## config.mk

```make
export PLATFORM = sky130hd
export DESIGN_NAME = serial_adder_n_flat
export DESIGN_NICKNAME = d
export VERILOG_FILES = /design/src/rtl/serial_adder_n_if.sv /design/src/rtl/serial_adder_n.sv /design/src/flat_wrapper.sv
export SDC_FILE = /design/constraint.sdc
export NUM_CORES = 1
export LEC_CHECK = 0
export CAP_MARGIN = 20
export CORE_ASPECT_RATIO = 0.5
export CORE_UTILIZATION = 33
export CTS_BUF_LIST = sky130_fd_sc_hd__clkbuf_4 sky130_fd_sc_hd__clkbuf_8
export DETAILED_ROUTE_END_ITERATION = 7
export PLACE_DENSITY = 0.66
export SLEW_MARGIN = 20
export SYNTH_ARGS = -nofsm -noshare
export SYNTH_HDL_FRONTEND = slang
export SYNTH_SLANG_ARGS = --single-unit
```

## constraint.sdc

```tcl
create_clock -name clk -period 2.9 [get_ports clk]
set_clock_uncertainty 0.1 [all_clocks]
set_input_delay 0.435 -clock clk [delete_from_list [all_inputs] [get_ports clk]]
set_output_delay 0.435 -clock clk [all_outputs]
set_load 0.01 [all_outputs]
```

## src/rtl/serial_adder_n_if.sv

```systemverilog
// Operand/result bundle between a controller and serial_adder_n.
// The controller drives the request side; the adder returns status and result.
interface serial_adder_n_if #(
  parameter int WIDTH = 8
);
  logic             start;
  logic [WIDTH-1:0] a;
  logic [WIDTH-1:0] b;
  logic             cin;
  logic             sub;
  logic             busy;
  logic             done;
  logic [WIDTH-1:0] sum;
  logic             cout;
  logic             ovf;

  // Controller side: issues operations, observes status and result.
  modport master (
    output start, a, b, cin, sub,
    input  busy, done, sum, cout, ovf
  );

  // Adder side: accepts operations, drives status and result.
  modport slave (
    input  start, a, b, cin, sub,
    output busy, done, sum, cout, ovf
  );
endinterface

```

## src/rtl/serial_adder_n.sv

```systemverilog
// Multi-cycle adder/subtractor: processes DIGIT bits per clock through a
// single registered carry, LSB digit first. Result, carry-out and signed
// overflow are published together on the last digit and held until the next
// operation completes.
module serial_adder_n #(
  parameter int WIDTH = 8,
  parameter int DIGIT = 1
) (
  input  logic            clk,
  input  logic            rst,
  serial_adder_n_if.slave bus
);

  // Guarded so a bad DIGIT reports the $error below instead of a divide fault.
  localparam int N  = (DIGIT > 0) ? (WIDTH / DIGIT) : 1;
  localparam int CW = $clog2(N + 1);

  generate
    if (WIDTH < 2) begin : g_bad_width
      $error("serial_adder_n: WIDTH must be at least 2");
    end
    if (DIGIT < 1 || DIGIT > WIDTH || (WIDTH % DIGIT) != 0) begin : g_bad_digit
      $error("serial_adder_n: DIGIT must divide WIDTH exactly");
    end
  endgenerate

  typedef enum logic {
    IDLE = 1'b0,
    RUN  = 1'b1
  } state_t;

  state_t           state;
  state_t           state_nxt;

  // Operand shift registers: the low DIGIT bits are the digit in flight.
  logic [WIDTH-1:0] a_sr;
  logic [WIDTH-1:0] b_sr;
  // Result fills from the MSB end so the LSB digit lands at bit 0 at the end.
  logic [WIDTH-1:0] res_sr;
  logic [WIDTH-1:0] res_nxt;
  logic             carry;
  logic [CW-1:0]    cnt;

  logic [DIGIT-1:0] dsum;
  logic             dcarry;
  logic             dcarry_msb;
  logic             last;
  logic             accept;

  assign last   = (cnt == CW'(1));
  assign accept = (state == IDLE) && bus.start;

  // Digit ripple: add the low digit of A and B plus the registered carry, and
  // keep the carry entering the digit's top bit for the overflow flag.
  always_comb begin
    logic c;
    // NOTE: every combinational output gets a value before any branch or loop,
    // so no path can leave it unassigned and infer a latch.
    c          = carry;
    dsum       = '0;
    dcarry_msb = carry;
    for (int i = 0; i < DIGIT; i++) begin
      if (i == DIGIT - 1) dcarry_msb = c;
      dsum[i] = a_sr[i] ^ b_sr[i] ^ c;
      c       = (a_sr[i] & b_sr[i]) | (c & (a_sr[i] ^ b_sr[i]));
    end
    dcarry = c;
  end

  // Result shift: drop the oldest digit position, insert the new digit at the top.
  always_comb begin
    res_nxt = (res_sr >> DIGIT) | (WIDTH'(dsum) << (WIDTH - DIGIT));
  end

  // State register.
  always_ff @(posedge clk or posedge rst) begin
    // NOTE: clocked state uses non-blocking assignment so every register
    // samples pre-edge values regardless of block ordering.
    if (rst) state <= IDLE;
    else     state <= state_nxt;
  end

  // Next-state: IDLE leaves on start, RUN returns after the last digit.
  always_comb begin
    state_nxt = state;
    case (state)
      IDLE:    if (bus.start) state_nxt = RUN;
      RUN:     if (last)      state_nxt = IDLE;
      default:                state_nxt = IDLE;
    endcase
  end

  // State-decoded outputs.
  always_comb begin
    bus.busy = (state == RUN);
  end

  // Datapath: capture operands on accept, then shift one digit per RUN edge.
  always_ff @(posedge clk or posedge rst) begin
    if (rst) begin
      a_sr   <= '0;
      b_sr   <= '0;
      res_sr <= '0;
      carry  <= 1'b0;
      cnt    <= '0;
    end else if (accept) begin
      a_sr   <= bus.a;
      // Subtraction is a + ~b + 1: invert B here and seed the carry with 1.
      b_sr   <= bus.sub ? ~bus.b : bus.b;
      carry  <= bus.sub | bus.cin;
      res_sr <= '0;
      cnt    <= CW'(N);
    end else if (state == RUN) begin
      a_sr   <= a_sr >> DIGIT;
      b_sr   <= b_sr >> DIGIT;
      res_sr <= res_nxt;
      carry  <= dcarry;
      cnt    <= cnt - CW'(1);
    end
  end

  // Result registers: load only on the final digit so they hold while busy.
  always_ff @(posedge clk or posedge rst) begin
    if (rst) begin
      bus.done <= 1'b0;
      bus.sum  <= '0;
      bus.cout <= 1'b0;
      bus.ovf  <= 1'b0;
    end else begin
      bus.done <= (state == RUN) && last;
      if ((state == RUN) && last) begin
        bus.sum  <= res_nxt;
        bus.cout <= dcarry;
        bus.ovf  <= dcarry_msb ^ dcarry;
      end
    end
  end

endmodule

```

## src/flat_wrapper.sv

```systemverilog
// flat-port wrapper written by rule: the top's interface ports become plain ports
module serial_adder_n_flat 
#(
  parameter int WIDTH = 8,
  parameter int DIGIT = 1
)
  (clk, rst, bus_start, bus_a, bus_b, bus_cin, bus_sub, bus_busy, bus_done, bus_sum, bus_cout, bus_ovf);
  serial_adder_n_if #(.WIDTH(WIDTH)) bus_i ();
  input  logic clk;
  input  logic rst;
  input wire logic [$bits(bus_i.start)-1:0] bus_start;
  input wire logic [$bits(bus_i.a)-1:0] bus_a;
  input wire logic [$bits(bus_i.b)-1:0] bus_b;
  input wire logic [$bits(bus_i.cin)-1:0] bus_cin;
  input wire logic [$bits(bus_i.sub)-1:0] bus_sub;
  output wire logic [$bits(bus_i.busy)-1:0] bus_busy;
  output wire logic [$bits(bus_i.done)-1:0] bus_done;
  output wire logic [$bits(bus_i.sum)-1:0] bus_sum;
  output wire logic [$bits(bus_i.cout)-1:0] bus_cout;
  output wire logic [$bits(bus_i.ovf)-1:0] bus_ovf;
  assign bus_i.start = bus_start;
  assign bus_i.a = bus_a;
  assign bus_i.b = bus_b;
  assign bus_i.cin = bus_cin;
  assign bus_i.sub = bus_sub;
  assign bus_busy = bus_i.busy;
  assign bus_done = bus_i.done;
  assign bus_sum = bus_i.sum;
  assign bus_cout = bus_i.cout;
  assign bus_ovf = bus_i.ovf;
  serial_adder_n #(.WIDTH(WIDTH), .DIGIT(DIGIT)) u_core (.clk(clk), .rst(rst), .bus(bus_i));
endmodule
```

==> results.md <==
* Vias in the first global route at 1214
* Cell chain of the critical path: clkdlybuf4s50_1
* Routed vias/inst at between 4 and 5
* Full die area at around 0.0059 mm^2
* PwrDens at 883.1 mW/mm^2
* CTS max path bufs at 2
* Placer congestion estimate at between 0.7 and 0.8
* Crit path time final at between 1.5 and 2 ns
* Ys Warns at 0
* Max Cap Viol at 0
* RSZ-0062 raised after global routing: no
* Placement Rows at 18
* Total number of vias at 1217
* Crit. path cell count at 1
* Antenna Cells at 0
* Core outline area at between 0.005 and 0.006 mm^2
* Die W at roughly 110 um
* Register area share after synthesis at a little over half
* Critical Path RT at 2.37 ns
* Class of the worst hold path: reg -> reg
* Kind of critical path: reg -> out
* FF-to-FF setup slack at approximately 1.3 ns
* Leak pwr at 1.032 nW
* Worst skew pair latency at ~0.28 ns
* RR Startpoint: u_core.cnt[1]$_DFFE_PP0P_
* DRC at 0
* Antenna violations before repair at 0
* Net Count, Synth at between 150 and 200
* Crit path max fanout at 3
* Final setup violation count at 0
* Pins Over Slew Limit at 0
* Clock-pin slew on the worst setup and hold paths at ~0.070 ns
* Reg2Reg Depth at 4
* Period utilization at between 60% and 70%
* Critical path arrival at 1.21 ns
* Min-delay src: u_core.a_sr[4]$_DFFE_PP0P_
* Synthesized area at 0.001846 mm^2
* WL/cell at 12.62 um
* CP top delay family: buffers and inverters
* Dpl cells at approximately 260
* Syn-to-layout area delta at 24.34%
* Setup crit start: u_core.bus.busy$_DFF_PP0_
* Worst path slowest cell: clkdlybuf4s50_1
* Most frequent cells in the layout: 40 x dfrtp_1, 32 x clkdlybuf4s50_1, 24 x o21ai_0
* Hold Buf Count CTS at 0
* Synthesized area per cell at between 10 and 15 um^2
* Worst R2R End: u_core.bus.cout$_DFFE_PP0P_
* Port Buffer Count at 32
* FMAX at between 0.5 and 0.6 GHz
* Post-CTS sizing at 0
* Remaining Overflow, GRT at 0
* Drt total wl at ~3.3 mm
* Critical Path Max Stage Delay at 0.55 ns
* CP Launch Type: flop
* Post-DP Area at about 0.0022 mm^2
* Yosys reg bits at 40
* Synth unique cells at 25
* Share of layout cells above drive strength 1 at a little under an eighth
* Initial DRC Count at 40
* I/O Pins at 33
* CTS HTree Levels at 2
* Setup TNS at 0 ns
* Die Y at around 55 um
* CTS Buf Count at 5
* Slew @ Worst Pin at roughly 0.50 ns
* Slew HR at 66.47%
* Syn Inst Count at about 160
* Most common cell after layout, fill and taps aside: dfrtp_1
* Final hold slack at around 0.38 ns
* Worst Setup EP: bus_busy
* Post-route ant nets at 0
* Layout Nets at between 200 and 250
* Non-filler instance count after layout at between 200 and 300
* Pin count of the biggest net entering global routing at between 50 and 60
* Post-DP HPWL at between 2 and 2.5 mm
* Worst path bufs/invs at 1
* Outcome: finished clean
* First-pass GRT wire length at 5.623 mm
* Global-route usage over all layers at 13.10%
* VDD IR max at roughly 0.32 mV
* Final hold vios at 0
* 1st-pass router iterations at 4
* Crit. End Element: output port
* Post-CTS Setup Bufs at 0
* Initial Util at between 30% and 40%
* CTS Root Cell: clkbuf_8
* CTS tree: yes
* Design area at about 0.0023 mm^2
* Clock Sink Count at 40
-- cell type report --
| type | count | area, um^2 |
|---|---|---|
| clock buffer | 6 | 76.32 |
| clock inverter | 1 | 5.005 |
| fill | 468 | 2863 |
| inverter | 3 | 11.26 |
| multi-input combinational | 108 | 763.2 |
| sequential | 40 | 1001 |
| tap | 70 | 87.58 |
| timing repair buffer | 36 | 350.3 |
-- per-layer routing --
metal	wire [um]	vias up	track usage, %
li1	-	601	-
met1	1614	590	15.74
met2	1533	19	21.15
met3	118	7	4.643
met4	65	0	7.306
met5	0	-	0
-- cells by family after synthesis --
group | count (synthesis) | share of synthesized area (%)
buffers and inverters | 14 | 4.406
and+or+nand+nor | 41 | 10.51
muxes | 25 | 15.46
adders and majority gates | 3 | 2.441
DFF | 40 | 54.24
xor gates and xnor gates | 10 | 4.746
AOI/OAI and AO/OA | 29 | 8.204
-- per-stage QoR --
stage	utilization, %	worst slack (ns)	power [W]
6_report	44.49	1.157	0.002027
5_1_grt	44.49	1.088	0.002196
4_1_cts	44.49	1.127	0.002059
3_5_place_dp	42.92	0.8476	0.001695
3_3_place_gp	42.92	0.9288	0.001661
2_1_floorplan	-	1.408	0.001431
-- cell usage after synthesis --
| master | count | share of area, % |
|---|---|---|
| dfrtp_1 | 40 | 54 |
| o21ai_0 | 24 | 6.5 |
| nand2_1 | 23 | 4.7 |
| mux2i_1 | 15 | 8.1 |
| nand2b_1 | 9 | 3.1 |
| xor2_1 | 7 | 3.3 |
| mux2_4 | 6 | 4.9 |
| clkbuf_1 | 5 | 1.0 |
| nor2_1 | 5 | 1.0 |
| mux2_2 | 4 | 2.4 |
| inv_1 | 3 | 0.61 |
| xnor2_1 | 3 | 1.4 |
| a21oi_1 | 2 | 0.54 |
| buf_2 | 2 | 0.54 |
| buf_4 | 2 | 0.81 |
| ha_1 | 2 | 1.4 |
| nor3_1 | 2 | 0.54 |
| a211oi_1 | 1 | 0.41 |
| and4bb_4 | 1 | 0.88 |
| buf_6 | 1 | 0.61 |
| buf_8 | 1 | 0.81 |
| fa_1 | 1 | 1.1 |
| nor2b_1 | 1 | 0.34 |
| o22ai_1 | 1 | 0.34 |
| o31ai_1 | 1 | 0.41 |
-- sequential cells by signal, summed over array words and instances (netlist names) --
name,flops
u_core.a_sr,8
u_core.b_sr,8
u_core.cnt,4
u_core.bus.ovf,1
u_core.bus.done,1
u_core.bus.cout,1
u_core.carry,1
u_core.bus.sum,8
u_core.bus.busy,1
u_core.res_sr,7
-- worst min-delay path by stage --
| stage | to | slack, ns | cells past startpoint |
|---|---|---|---|
| after global routing | u_core.a_sr[4]$_DFFE_PP0P_ | 0.43 | 2 |
| after detailed placement | u_core.a_sr[3]$_DFFE_PP0P_ | 0.37 | 2 |
| after CTS | u_core.a_sr[3]$_DFFE_PP0P_ | 0.39 | 2 |
| after floorplan | u_core.a_sr[0]$_DFFE_PP0P_ | 0.35 | 2 |
| after global placement | u_core.a_sr[2]$_DFFE_PP0P_ | 0.36 | 2 |
| final | u_core.a_sr[3]$_DFFE_PP0P_ | 0.38 | 2 |
-- power by group --
| part | internal [W] | switching (W) |
|---|---|---|
| clock | 0.000173 | 0.000182 |
| sequential | 0.000778 | 0.000143 |
| combinational | 0.000403 | 0.000348 |
| total | 0.00135 | 0.000672 |
Power figures use the tool's default switching activity.
